`config.mk`:
```
export PLATFORM = sky130hd
export DESIGN_NAME = dot_accum_ctrl
export DESIGN_NICKNAME = d
export VERILOG_FILES = /design/src/rtl/dot_accum_ctrl.sv
export SDC_FILE = /design/constraint.sdc
export NUM_CORES = 1
export LEC_CHECK = 0
export ABC_CLOCK_PERIOD_IN_PS = 4700
export CORE_MARGIN = 8
export CORE_UTILIZATION = 40
export DETAILED_ROUTE_END_ITERATION = 16
export SLEW_MARGIN = 20
export SYNTH_ARGS = -nofsm -noshare
export SYNTH_HDL_FRONTEND = slang
export SYNTH_SLANG_ARGS = --single-unit
```
`constraint.sdc`:
```
create_clock -name clk -period 4.7 [get_ports clk]
set_input_delay 1.175 -clock clk [delete_from_list [all_inputs] [get_ports clk]]
set_output_delay 1.175 -clock clk [all_outputs]
set_load 0.02 [all_outputs]
```
`src/rtl/dot_accum_ctrl.sv`:
```
// Job sequencer for a pipelined adder tree: gates beats in, tracks
// in-flight beats through the tree latency, accumulates per-beat sums.
module dot_accum_ctrl #(
  parameter int SIZE  = 8,
  parameter int NUM   = 256,
  parameter int LEN_W = 16,
  parameter int ACC_W = 48
) (
  input  logic                         clk,
  input  logic                         rst_n,
  input  logic                         cfg_valid,
  output logic                         cfg_ready,
  input  logic [LEN_W-1:0]             cfg_chunks,
  input  logic                         in_valid,
  output logic                         in_ready,
  input  logic [$clog2(NUM)+SIZE-1:0]  tree_sum,
  output logic                         res_valid,
  input  logic                         res_ready,
  output logic [ACC_W-1:0]             res_data,
  output logic                         res_ovf,
  output logic                         busy
);

  localparam int LAT = $clog2(NUM);
  localparam int TSW = LAT + SIZE;

  typedef enum logic [1:0] {
    IDLE,
    FEED,
    DRAIN,
    DONE
  } state_t;

  state_t           state;
  state_t           state_n;
  logic [LEN_W-1:0] len;
  logic [LEN_W-1:0] issued;
  logic [LEN_W-1:0] recvd;
  logic [LEN_W-1:0] recvd_n;
  logic [LAT-1:0]   vld_pipe;
  logic [ACC_W-1:0] acc;
  logic             ovf;
  logic [ACC_W:0]   sum;
  logic             accept;
  logic             ret;
  logic             cfg_fire;

  assign cfg_ready = (state == IDLE);
  assign in_ready  = (state == FEED);
  assign res_valid = (state == DONE);
  assign busy      = (state != IDLE);
  assign res_data  = acc;
  assign res_ovf   = ovf;

  assign accept   = in_valid & in_ready;
  assign cfg_fire = cfg_valid & cfg_ready;
  assign ret      = vld_pipe[LAT-1];

  assign sum = {1'b0, acc}
             + {{(ACC_W+1-TSW){1'b0}}, tree_sum};

  // FSM looks at the count including this cycle's return
  assign recvd_n = recvd + LEN_W'(ret);

  always_ff @(posedge clk or negedge rst_n) begin
    if (!rst_n) begin
      state <= IDLE;
    end else begin
      state <= state_n;
    end
  end

  always_comb begin
    state_n = state;
    unique case (state)
      IDLE: begin
        if (cfg_fire) begin
          if (cfg_chunks == '0) state_n = DONE;
          else                  state_n = FEED;
        end
      end
      FEED: begin
        if (accept && (issued + LEN_W'(1)) == len)
          state_n = DRAIN;
      end
      DRAIN: begin
        if (recvd_n == len) state_n = DONE;
      end
      DONE: begin
        if (res_ready) state_n = IDLE;
      end
      default: state_n = IDLE;
    endcase
  end

  always_ff @(posedge clk or negedge rst_n) begin
    if (!rst_n) begin
      vld_pipe <= '0;
    end else begin
      vld_pipe <= (vld_pipe << 1) | LAT'(accept);
    end
  end

  always_ff @(posedge clk or negedge rst_n) begin
    if (!rst_n) begin
      len    <= '0;
      issued <= '0;
      recvd  <= '0;
      acc    <= '0;
      ovf    <= 1'b0;
    end else if (cfg_fire) begin
      len    <= cfg_chunks;
      issued <= '0;
      recvd  <= '0;
      acc    <= '0;
      ovf    <= 1'b0;
    end else begin
      if (accept) issued <= issued + LEN_W'(1);
      if (ret) begin
        acc   <= sum[ACC_W-1:0];
        ovf   <= ovf | sum[ACC_W];
        recvd <= recvd_n;
      end
    end
  end

endmodule

```
==> metrics.md <==
| Metric | Value |
|---|---|
| Status | `finished clean` |
| Worst EP required | `approximately 5000 ps` |
| Min Clock Period, post-route | `around 4200 ps` |
| Largest area contributor in the netlist | `dfrtp_1` |
| CTS tree | `done` |
| Initial antenna violation count | `0` |
| Critical Path End Type | `register` |
| Most Crowded Layer GR | `met2` |
| Antenna Nets Post-Route | `0` |
| Vias in the first global route | `5,564` |
| Layout cells sized above 1 | `~4.1%` |
| Floorplan row count | `47` |
| Net Sw Frac | `a little under two fifths` |
| Clock share of power | `a little under a quarter` |
| Core region area | `around 16,000 sq um` |
| CP Class | `input port to register` |
| Setup TNS | `0 ps` |
| Die height | `145 um` |
| WP data arrival | `approximately 4500 ps` |
| Crit-path max cell delay | `roughly 480 ps` |
| CP max stage cell | `or4_1` |
| Non-filler cells, final | `~1,000` |
| Routability cong. | `between 0.8 and 0.9` |
| First-pass GRT wire length | `~28,000 um` |
| First-pass DRT Iterations | `4` |
| Nets@finish | `a little under 900` |
| Final Skew | `5.98 ps` |
| Most used DFF post-synth | `dfrtp_1` |
| Critical path peak fanout | `28` |
| DRT iter0 DRCs | `about 340` |
| Tot Pwr | `between 3 and 4 mW` |
| Area Overhead vs Synth | `20.7%` |
| R2r setup slk | `roughly 1400 ps` |
| Clock Sinks | `roughly 110` |
| Die ar. | `roughly 21,000 sq um` |
| Post-synthesis sequential area ratio | `40.3%` |
| GRT met1 Usage | `between 20 and 25%` |
| Syn_nets | `between 800 and 900` |
| Most frequent cells after synthesis | `107 x dfrtp_1, 101 x nand2_1, 81 x nor2_1` |
| Unique cell type count in the Yosys netlist | `59` |
| Die Wd | `approximately 140 um` |
| Overflow after GRT | `0` |
| Ports | `90` |
| Placed Cells | `just over 1,000` |
| Ys async rst share | `100%` |
| Final hold slack | `about 350 ps` |
| Worst-path clk slew | `70 ps` |
| Buf+Inv Stages, Crit Path | `3` |
| Worst setup SP type | `input port` |
| Worst hold path class | `register to register` |
| M3 GR Usage | `2.92%` |
| Fmax | `239 MHz` |
| Vias | `between 5,000 and 6,000` |
| Largest delay share family, worst path | `compound AO/OA/AOI/OAI gates` |
| Pint | `between 2 and 2.5 mW` |
| Post-CTS setup buffer count | `0` |
| Clock root buffer | `clkbuf_16` |
| EDFF count, synth | `0` |
| Crit-path most repeated cell | `a21oi_1` |
| Unrepaired setup endpoints after global routing | `no` |
| Peak supply drop | `approximately 0.21 mV` |
| Sequential share of power | `35.9%` |
| Most frequent cell after synthesis | `dfrtp_1` |
| CTS resizes | `0` |
| Synth warn | `0` |
| Final setup fails | `0` |
| Worst skew pair latency | `around 350 ps` |
| Post-DR wirelength/cell | `around 16 um` |
| Synth Area per Inst | `roughly 8.8 sq um` |
| PwrDens | `around 450 nW/um^2` |
| Final WL | `between 15,000 and 20,000 um` |
| Inserted Clock Buffers | `9` |
| Slew Limit Fails | `0` |
| Leak pwr | `~3.5 nW` |
| Clock buffer depth | `2` |
| Met2 Use GR | `a little over a quarter` |
| H-tree levels | `3` |
| DR vias/cell | `about 5.4` |
| Starting Density | `40.5%` |
| IO buf count | `89` |
| Final hold viol count | `0` |
| Maximum number of pins on one net before global-route repair | `just over 80` |
| Synthesized flop and latch total | `between 100 and 150` |
| Hold buffer count at CTS | `0` |
| Share of the synthesized area in the top cell type | `around 40%` |
| Area contributors post-synth | `dfrtp_1 40%, xor2_1 6.9%, nand2_1 5.7%, xnor2_1 5.3%, nor2_1 4.6%` |
| Gate Count Post-Synth | `about 750` |
| Post-Syn Area | `6640 sq um` |
| Final period util | `around 90%` |
| Worst relative slew slack | `48.5%` |
| Worst-margin pin slew | `between 700 and 800 ps` |
| Post-route DRC | `0` |
| DP Wirelength | `between 10,000 and 15,000 um` |
| Antenna Cells | `0` |
| Switch Pwr | `1.34 mW` |
| Max Cap Viol | `0` |
| Combinational Power Share | `a little over 40%` |
| Global Route Usage Sum | `16.8%` |
| CP cell instances | `clkdlybuf4s50_1 -> ha_1 -> inv_1 -> fa_1 -> nor2b_1 -> o21ai_1 -> a21boi_1 -> o32ai_1 -> o41ai_2 -> a21oi_1 -> buf_4 -> or4_1 -> a21oi_1` |
-- metrics by stage --
| step | area [sq um] | utilization, % | setup WS, ps |
|---|---|---|---|
| 2_1_floorplan | 6640 | - | 1070 |
| 3_5_place_dp | 7700 | 46.9 | 178 |
| 6_report | 8010 | 48.8 | 520 |
| 5_1_grt | 8010 | 48.8 | 328 |
| 3_3_place_gp | 7700 | 46.9 | 300 |
| 4_1_cts | 8010 | 48.8 | 528 |
-- final timing paths --
kind | endpoint | start | cells past startpoint
max in group asynchronous | res_data[40]$_DFFE_PN0P_ | rst_n | 2
min reg2reg | vld_pipe[4]$_DFF_PN0_ | vld_pipe[3]$_DFF_PN0_ | 0
max | res_data[30]$_DFFE_PN0P_ | tree_sum[0] | 13
max reg2reg | res_data[30]$_DFFE_PN0P_ | res_data[0]$_DFFE_PN0P_ | 12
min | vld_pipe[4]$_DFF_PN0_ | vld_pipe[3]$_DFF_PN0_ | 0
min in group asynchronous | len[10]$_DFFE_PN0P_ | rst_n | 1
-- logic make-up after synthesis --
group | count (synthesis) | synth area share [%]
AOI/OAI and AO/OA | 136 | 13.5
muxes | 16 | 2.45
DFF | 107 | 40.3
and+or+nand+nor | 320 | 23.3
adders and majority gates | 24 | 4.63
buffers and inverters | 59 | 3.64
xor gates and xnor gates | 92 | 12.1
-- sequential cells by signal (all words and copies together), names as in the netlist --
register and count:
res_data 48, issued 16, len 16, recvd 16, vld_pipe 8, state 2
res_ovf 1
-- final cells by class --
class / instances / area (sq um)
multi-input combinational: 588 / 3720
sequential: 107 / 2680
fill: 1536 / 8390
clock buffer: 13 / 250
clock inverter: 2 / 60.1
tap: 220 / 275
inverter: 18 / 67.6
timing repair buffer: 98 / 960
-- power groups by stage --
stage	Sequential [mW]	Combinational, mW	Clock (mW)
floorplan	1.30	1.00	0
global placement	1.30	1.46	0
detailed placement	1.30	1.49	0
CTS	1.29	1.49	0.840
global route	1.31	1.65	0.875
finish	1.28	1.48	0.812
-- routing by layer --
layer / wire, um / part of all wire, %
met1: 7760 / 46
met2: 7930 / 47
met3: 844 / 5.0
met4: 259 / 1.5
met5: 0 / 0
-- cell usage in the layout (no fill, tap or decap), types with 8 or more instances in the layout --
cell	instances
or3_1	10
nand2_1	101
inv_1	18
o211ai_1	9
dfrtp_1	107
and3_1	10
nor4_1	8
and2_1	8
buf_4	9
nor2_1	81
xor2_1	52
nor3_1	14
nand4_1	16
xnor2_1	40
o21ai_0	29
clkbuf_16	9
a21o_1	12
clkdlybuf4s50_1	88
a21oi_1	38
ha_1	23
mux2i_1	14
nand3_1	32
nand2b_1	8
(Power assumes the default switching activity.)
